--- config.mk ---
export PLATFORM = sky130hd
export DESIGN_NAME = pc_fetch
export DESIGN_NICKNAME = d
export VERILOG_FILES = /design/src/rtl/pc_fetch.sv
export SDC_FILE = /design/constraint.sdc
export NUM_CORES = 1
export LEC_CHECK = 0
export BUFFER_PORTS_ARGS = -buffer_cell sky130_fd_sc_hd__buf_4
export CORE_UTILIZATION = 50
export CTS_CLUSTER_SIZE = 25
export DETAILED_ROUTE_END_ITERATION = 7
export GPL_TIMING_DRIVEN = 0
export PLACE_DENSITY = 0.81
export SLEW_MARGIN = 10
export SYNTH_ARGS = -nofsm -noshare
export SYNTH_HDL_FRONTEND = slang
export SYNTH_SLANG_ARGS = --single-unit
--- constraint.sdc ---
create_clock -name clk -period 3.9 [get_ports clk]
set_clock_uncertainty 0.15 [all_clocks]
set_input_delay 0.39 -clock clk [delete_from_list [all_inputs] [get_ports clk]]
set_output_delay 0.39 -clock clk [all_outputs]
set_load 0.005 [all_outputs]
--- src/rtl/pc_fetch.sv ---
// ============================================================================
//  pc_fetch : McCoy program counter and instruction-fetch sequencer.
//  Optional macro PC_SELF_LOOP_HALT_EN: a branch-to-self halts the core.
//  Revision: 1.0
// ============================================================================
`default_nettype none

module pc_fetch #(
    parameter int PC_W    = 8,
    parameter int INSTR_W = 8
) (
    input  logic               clk,
    input  logic               reset,
    output logic               fetchReq,
    output logic [PC_W-1:0]    fetchAddr,
    input  logic [INSTR_W-1:0] instrIn,
    input  logic               instrValid,
    output logic [INSTR_W-1:0] instr,
    output logic               instrReady,
    input  logic               execDone,
    input  logic               pcSel,
    input  logic [PC_W-1:0]    aluOut,
    output logic [PC_W-1:0]    pc,
    output logic               halted
);

    typedef enum logic [1:0] {
        S_FETCH = 2'd0,
        S_EXEC  = 2'd1,
        S_HALT  = 2'd2
    } state_t;

    state_t             state_q, state_d;
    logic [PC_W-1:0]    pc_q, pc_d;
    logic [INSTR_W-1:0] instr_q, instr_d;
    logic [PC_W-1:0]    next_pc;

    // Offset is two's complement, so plain modular addition covers backward branches.
    always_comb begin
        next_pc = pcSel ? (pc_q + PC_W'(1)) : (pc_q + aluOut);
    end

    always_comb begin
        state_d = state_q;
        pc_d    = pc_q;
        instr_d = instr_q;
        case (state_q)
            S_FETCH: begin
                if (instrValid) begin
                    instr_d = instrIn;
                    state_d = S_EXEC;
                end
            end
            S_EXEC: begin
                if (execDone) begin
                    pc_d    = next_pc;
                    state_d = S_FETCH;
`ifdef PC_SELF_LOOP_HALT_EN
                    if (!pcSel && (aluOut == '0)) begin
                        state_d = S_HALT;
                    end
`endif
                end
            end
            S_HALT: begin
                state_d = S_HALT;
            end
            default: begin
                state_d = S_FETCH;
            end
        endcase
    end

    always_ff @(posedge clk or posedge reset) begin
        if (reset) begin
            state_q <= S_FETCH;
            pc_q    <= '0;
            instr_q <= '0;
        end else begin
            state_q <= state_d;
            pc_q    <= pc_d;
            instr_q <= instr_d;
        end
    end

    assign fetchReq   = (state_q == S_FETCH);
    assign instrReady = (state_q == S_EXEC);
    assign fetchAddr  = pc_q;
    assign pc         = pc_q;
    assign instr      = instr_q;

`ifdef PC_SELF_LOOP_HALT_EN
    assign halted = (state_q == S_HALT);
`else
    assign halted = 1'b0;
`endif

endmodule

`default_nettype wire

==> summary.md, run 1 <==
| Metric | Value |
|---|---|
| Syn nets | `134` |
| RR Endpoint | `fetchAddr[6]` |
| CP top delay family | `compound AO/OA/AOI/OAI gates` |
| Flop-to-flop setup slack | `roughly 1.8 ns` |
| Wire per inst | `12.7 um` |
| Crit-path slowest cell | `or2_2` |
| Most common cell after layout, fill and taps aside | `buf_4` |
| Finished Layout Cells | `about 180` |
| Mapped Area | `0.00110 sq mm` |
| Hold WS | `0.0339 ns` |
| Vias after detailed routing | `approximately 930` |
| Final Hold Viols | `0` |
| Sequential cell area fraction in the yosys report | `about two fifths` |
| Final setup violation count | `0` |
| Worst rel slew slack | `55.9%` |
| Pwr Total | `about 0.91 mW` |
| DRC | `0` |
| Post-CTS Setup Bufs | `0` |
| Setup CP Type | `in -> reg` |
| Placed cell areas | `0.00148 sq mm` |
| Synth area leader | `dfrtp_1` |
| Area contributors post-synth | `dfrtp_1 41%, mux2_2 9.2%, ha_1 8.0%` |
| Max-cap violation count | `0` |
| Cell leakage power | `~0.8 nW` |
| Share of cells above drive strength 1 | `a little under half` |
| Syn Area/Cell | `about 10 sq um` |
| Synth Instances | `between 100 and 150` |
| Slowest stage delay, CP | `0.29 ns` |
| Total placed cells including tap cells | `between 150 and 200` |
| R2R Path Start | `fetchAddr[0]` |
| Antenna viol nets, final | `0` |
| Port Buf Inserts | `between 40 and 50` |
| Worst hold path class | `in -> async` |
| Crit-path max FO | `8` |
| Initial antenna violation count | `0` |
| Worst slew pin tran | `between 0.6 and 0.7 ns` |
| Post-synth cell types | `31` |
| #FFs+latches synth | `18` |
| Data arrival, critical path | `2.27 ns` |
| CP required | `between 3 and 4 ns` |
| Die Height | `48.9 um` |
| Largest net degree at the start of global routing | `19` |
| WP buf/inv | `2` |
| Core footprint | `between 0.002 and 0.0025 sq mm` |
| CTS root buf | `clkbuf_4` |
| H-tree depth | `1` |
| RSZ-0062 raised after global routing | `no` |
| P per Cell Area | `roughly 600 mW/mm^2` |
| Sink Count | `18` |
| Post-DP HPWL | `about 1900 um` |
| Final worst slack | `between 1.5 and 2 ns` |
| CP Cell Sequence | `buf_4 -> or2_2 -> ha_1 -> inv_1 -> fa_1 -> nor2b_4 -> o31a_1 -> o21a_1 -> o21a_1 -> o31ai_1` |
| Design Area, Final | `between 0.0015 and 0.002 sq mm` |
| YS warnings | `0` |
| # hold bufs at CTS | `0` |
| Slew Viols, Final | `0` |
| DR pass1 iterations | `4` |
| Most frequent cells in the layout | `55 x buf_4, 18 x dfrtp_1, 9 x mux2_2` |
| Cts repair resizes | `0` |
| Drt total wl | `roughly 2300 um` |
| Clock buffer depth | `2` |
| Tmin final | `around 2.2 ns` |
| IO Pins | `48` |
| Num CTS Buffers | `3` |
| Most frequent CP cell | `o21a_1` |
| Status | `finished, final reports clean` |
| Routability cong. | `a little under 0.8` |
| Total Nets Final | `around 190` |
| CTS tree | `yes` |
| Reg2reg path depth | `8` |
| Worst vdd ir | `about 0.35 mV` |
| Gr ovfl total | `0` |
| Row Count | `16` |
| Global-route wire length before repair | `3770 um` |
| Iteration-0 DRC Markers | `8` |
| Gr usage total | `approximately a fifth` |
| Clk_lat worst skew | `just under 0.3 ns` |
| Number of global-route vias before repair | `between 800 and 900` |
| Dpl ws | `approximately 1.4 ns` |
| Total negative slack | `0 ns` |
| Final period util | `a little under three fifths` |
| Critical Path Start Type | `input pin` |
| Die Area | `0.00239 sq mm` |
| Avg Vias per Cell | `between 5 and 6` |
| Clock-pin slew on the worst setup and hold paths | `~0.10 ns` |
| Syn-to-layout area delta | `37.8%` |
| Max Freq | `between 400 and 500 MHz` |
| DIE WIDTH | `about 49 um` |
| Critical Path Sink Type | `flop` |
| Share of Yosys cell area claimed by the top area cell type | `41.0%` |
| Initial Util | `54.3%` |
| Inserted Diodes | `0` |
| Final Core Density | `74.9%` |
worst max path at each step:
| stage | cells after the start | to | startpoint | slack [ns] |
|---|---|---|---|---|
| finish | 10 | fetchAddr[6] | pcSel | 1.68 |
| global route | 10 | fetchAddr[6] | pcSel | 1.58 |
| CTS | 10 | fetchAddr[6] | pcSel | 1.69 |
| detailed placement | 10 | fetchAddr[6] | pcSel | 1.36 |
| global placement | 10 | fetchAddr[6] | pcSel | 1.43 |
| floorplan | 9 | fetchAddr[6] | pcSel | 1.66 |
Yosys cell counts, drive strengths merged:
cell    instances
o21bai          2
o31a            1
nor3            2
nand2b          1
clkbuf          1
nor2b           9
nand2           7
o31ai           3
buf            10
a21o            3
inv             5
nand3           1
xor2            3
conb            1
nor2            3
o21a            3
o21ai           5
nor4            1
mux2            9
dfrtp          18
and2            2
ha              7
or2             1
a21oi           2
a211oi          3
nor3b           1
fa              1
layer usage:
layer	track usage (%)	part of all wire, %
met1	24.8	42
met2	35.2	51
met3	2.18	4.4
met4	14.7	2.5
met5	0	0
flip-flops by register name, indices dropped and copies added (netlist names):
register,count
fetchAddr,8
instr,8
state_q,2
cells by family after synthesis:
family	Yosys count	synth area share, %
AOI/OAI and AO/OA	22	14.0
xor gates and xnor gates	3	2.39
adders and majority gates	8	9.79
buffers and inverters	16	8.66
DFF	18	41.0
muxes	9	9.23
other	1	0.341
and+or+nand+nor	28	14.6
power by group:
| part | internal (mW) | switching [mW] | total [mW] |
|---|---|---|---|
| clock | 0.0569 | 0.0589 | 0.116 |
| combinational | 0.299 | 0.194 | 0.493 |
| sequential | 0.247 | 0.0578 | 0.305 |
| total | 0.603 | 0.311 | 0.914 |
layout make-up:
cell class / count / area [sq um]
well taps: 27 / 33.8
flip-flops and latches: 18 / 450
repair buffers: 46 / 345
inverters: 5 / 18.8
fillers: 148 / 508
multi-input cells: 71 / 553
clock buffers: 4 / 36.3
plain buffers: 11 / 76.3
Note: power is estimated with default switching activity, not from simulation.
==> inputs of run 2 (changes only) <==
--- a/config.mk
+++ b/config.mk
@@ -5,12 +5,13 @@
 export SDC_FILE = /design/constraint.sdc
 export NUM_CORES = 1
 export LEC_CHECK = 0
+export ABC_AREA = 1
 export BUFFER_PORTS_ARGS = -buffer_cell sky130_fd_sc_hd__buf_4
-export CORE_UTILIZATION = 50
+export CORE_UTILIZATION = 43
 export CTS_CLUSTER_SIZE = 25
 export DETAILED_ROUTE_END_ITERATION = 7
 export GPL_TIMING_DRIVEN = 0
-export PLACE_DENSITY = 0.81
+export PLACE_DENSITY = 0.72
 export SLEW_MARGIN = 10
 export SYNTH_ARGS = -nofsm -noshare
 export SYNTH_HDL_FRONTEND = slang
==> constraint.sdc (replaced) <==
create_clock -name clk -period 2 [get_ports clk]
set_clock_uncertainty 0.15 [all_clocks]
set_input_delay 0.2 -clock clk [delete_from_list [all_inputs] [get_ports clk]]
set_output_delay 0.2 -clock clk [all_outputs]
set_load 0.005 [all_outputs]
==> summary.md, run 2 <==
| Metric | Value |
|---|---|
| Syn-to-layout area delta | `43.0%` |
| Critical Path Sink Type | `flop` |
| P per Cell Area | `roughly 1100 mW/mm^2` |
| Combinational power share | `55.7%` |
| # hold bufs at CTS | `10` |
| Most frequent cells in the layout | `55 x buf_4, 37 x nand2_1, 20 x inv_1` |
| Status | `finished, final reports clean` |
| Pwr Total | `about 1.9 mW` |
| Area contributors post-synth | `dfrtp_1 37%, nand2_1 12%, mux2_4 9.9%` |
| Synth Area in Simple Gates | `about a quarter` |
| Drt total wl | `2670 um` |
| Sequential fraction of design power | `about 32%` |
| DRC | `0` |
| Sink Count | `18` |
| Net Sw Frac | `35.8%` |
| Synth Area in Adders | `8.91%` |
| Num CTS Buffers | `3` |
| Top_reg_cell synth | `dfrtp_1` |
| Placed cell areas | `approximately 0.0016 sq mm` |
| Die Height | `around 55 um` |
| Iteration-0 DRC Markers | `9` |
| Syn nets | `171` |
| CP required | `2.04 ns` |
| Global-route wire length before repair | `4340 um` |
| CTS tree | `yes` |
| Design Area, Final | `0.00173 sq mm` |
| Cell leakage power | `0.993 nW` |
| Routability cong. | `between 0.7 and 0.8` |
| CTS root buf | `clkbuf_4` |
| Share of cells above drive strength 1 | `between 30% and 40%` |
| Sequential cell area fraction in the yosys report | `37.3%` |
| Clock buffer depth | `2` |
| YS warnings | `0` |
| Clk_lat worst skew | `around 0.30 ns` |
| Slowest stage delay, CP | `roughly 0.42 ns` |
| Post-DP HPWL | `1860 um` |
| Syn Area/Cell | `about 8.5 sq um` |
| Worst slew pin tran | `roughly 0.7 ns` |
| Worst hold path class | `in -> reg` |
| Gr usage total | `20.4%` |
| Wire per inst | `~12 um` |
| Post-synth EDFFs | `0` |
| Post-synth cell types | `25` |
| Clock power share | `between 10 and 15%` |
| Clock-pin slew on the worst setup and hold paths | `0.12 ns` |
| Hold WS | `approximately 0.066 ns` |
| Tmin final | `1.85 ns` |
| Internal cell power | `1.20 mW` |
| Final Core Density | `roughly two thirds` |
| Post-synth top cells | `37 x nand2_1, 20 x inv_1, 18 x dfrtp_1, 10 x nor2_1` |
| Crit-path max FO | `4` |
| Total Nets Final | `between 200 and 250` |
| Total negative slack | `0 ns` |
| Vias after detailed routing | `roughly 1100` |
| Largest net degree at the start of global routing | `19` |
| Total placed cells including tap cells | `around 220` |
| Initial Util | `a little under half` |
| Final worst slack | `roughly 0.15 ns` |
| Number of global-route vias before repair | `between 900 and 1000` |
| Final setup violation count | `0` |
| Post-synthesis compound-gate area fraction | `4.77%` |
| WP buf/inv | `2` |
| DIE WIDTH | `between 50 and 60 um` |
| Inserted Diodes | `0` |
| Dpl ws | `0.137 ns` |
| Post-CTS Setup Bufs | `0` |
| Setup CP Type | `reg -> reg` |
| Slew Viols, Final | `0` |
| Cts repair resizes | `0` |
| Initial antenna violation count | `0` |
| Post-Synth XOR/XNOR Area | `less than 1%` |
| Most frequent CP cell | `nand2_1` |
| Top-count cell post-synth | `nand2_1` |
| Mapped Area | `roughly 0.0012 sq mm` |
| Critical Path Start Type | `flop` |
| CP Cell Sequence | `ha_1 -> inv_1 -> fa_1 -> inv_1 -> nand2_1 -> nand2_1 -> nand3b_1 -> nand2_1 -> nand2_1 -> nand3_1 -> nand2_1` |
| H-tree depth | `1` |
| Data arrival, critical path | `between 1.5 and 2 ns` |
| Share of Yosys cell area claimed by the top area cell type | `between 30% and 40%` |
| RSZ-0062 raised after global routing | `no` |
| Final Hold Viols | `0` |
| Most common cell after layout, fill and taps aside | `buf_4` |
| Synth area leader | `dfrtp_1` |
| Max Freq | `about 540 MHz` |
| Max-cap violation count | `0` |
| Gr ovfl total | `0` |
| Finished Layout Cells | `~230` |
| Worst vdd ir | `between 0.6 and 0.7 mV` |
| Worst rel slew slack | `between 50% and 60%` |
| Row Count | `18` |
| DR pass1 iterations | `4` |
| CP top delay family | `adder cells` |
| Avg Vias per Cell | `between 4 and 5` |
| Crit-path slowest cell | `dfrtp_1` |
| IO Pins | `48` |
| #FFs+latches synth | `18` |
| Die Area | `0.00302 sq mm` |
| Synth Instances | `142` |
| Mux contribution to synthesized area | `approximately a tenth` |
| Port Buf Inserts | `46` |
| Final period util | `between 90% and 100%` |
| Synth async-reset ratio | `100%` |
| Net Sw Power | `~0.67 mW` |
| Antenna viol nets, final | `0` |
| Main combinational cell family by area after synthesis | `simple AND/OR/NAND/NOR gates` |
| Core footprint | `approximately 0.0026 sq mm` |
run 2: cell count changes after synthesis, sizes merged, moves of 3 or more:
cell	delta
a211oi	-3
a21o	-3
inv	+16
nand2	+32
nand3	+8
nor2	+9
nor2b	-9
o21a	-3
run 2: worst paths after layout:
| check | cells past startpoint | to | start | slack (ns) |
|---|---|---|---|---|
| min in group asynchronous | 3 | fetchAddr[7] | reset | 0.44 |
| max in group asynchronous | 3 | fetchAddr[6] | reset | 0.81 |
| max reg2reg | 11 | fetchAddr[6] | fetchAddr[0] | 0.15 |
| min reg2reg | 1 | state_q[1] | state_q[0] | 0.38 |
| max | 11 | fetchAddr[6] | fetchAddr[0] | 0.15 |
| min | 3 | state_q[0] | instrValid | 0.07 |
run 2: tightest hold or removal path: cells and delay by family:
| kind | cells | cell delay (ns) |
|---|---|---|
| buffers and inverters | 1 | 0.09 |
| AO/OA/AOI/OAI | 1 | 0.09 |
| AND/OR/NAND/NOR | 1 | 0.11 |
run 2: area by class of cell:
type | count | area, sq um
Sequential cell | 18 | 450
Buffer | 10 | 78.8
Tap cell | 30 | 37.5
Timing Repair Buffer | 56 | 445
Fill cell | 228 | 841
Inverter | 22 | 83.8
Clock buffer | 4 | 36.3
Multi-Input combinational cell | 92 | 594
run 2: cells by family after synthesis:
family                     count (synthesis)
adders and majority gates                  8
muxes                                      8
xor gates and xnor gates                   1
DFF                                       18
other                                      1
AOI/OAI and AO/OA                          8
and+or+nand+nor                           66
buffers and inverters                     32
run 2: layer usage:
| metal | GRT usage, % | vias up | share of wire (%) |
|---|---|---|---|
| met5 | 0 | - | 0 |
| met4 | 6.25 | 0 | 0.45 |
| met3 | 4.64 | 2 | 7.1 |
| met2 | 35.5 | 39 | 49 |
| met1 | 25.0 | 484 | 43 |
| li1 | - | 548 | - |
run 2: power groups by stage:
stage                     sequential, mW  combinational [mW]  clock, mW
after floorplan                    0.594               0.615          0
after global placement             0.594                1.01          0
after detailed placement           0.602                1.03          0
after CTS                          0.599                1.05      0.244
after global routing               0.617                1.18      0.257
final                              0.598                1.04      0.232
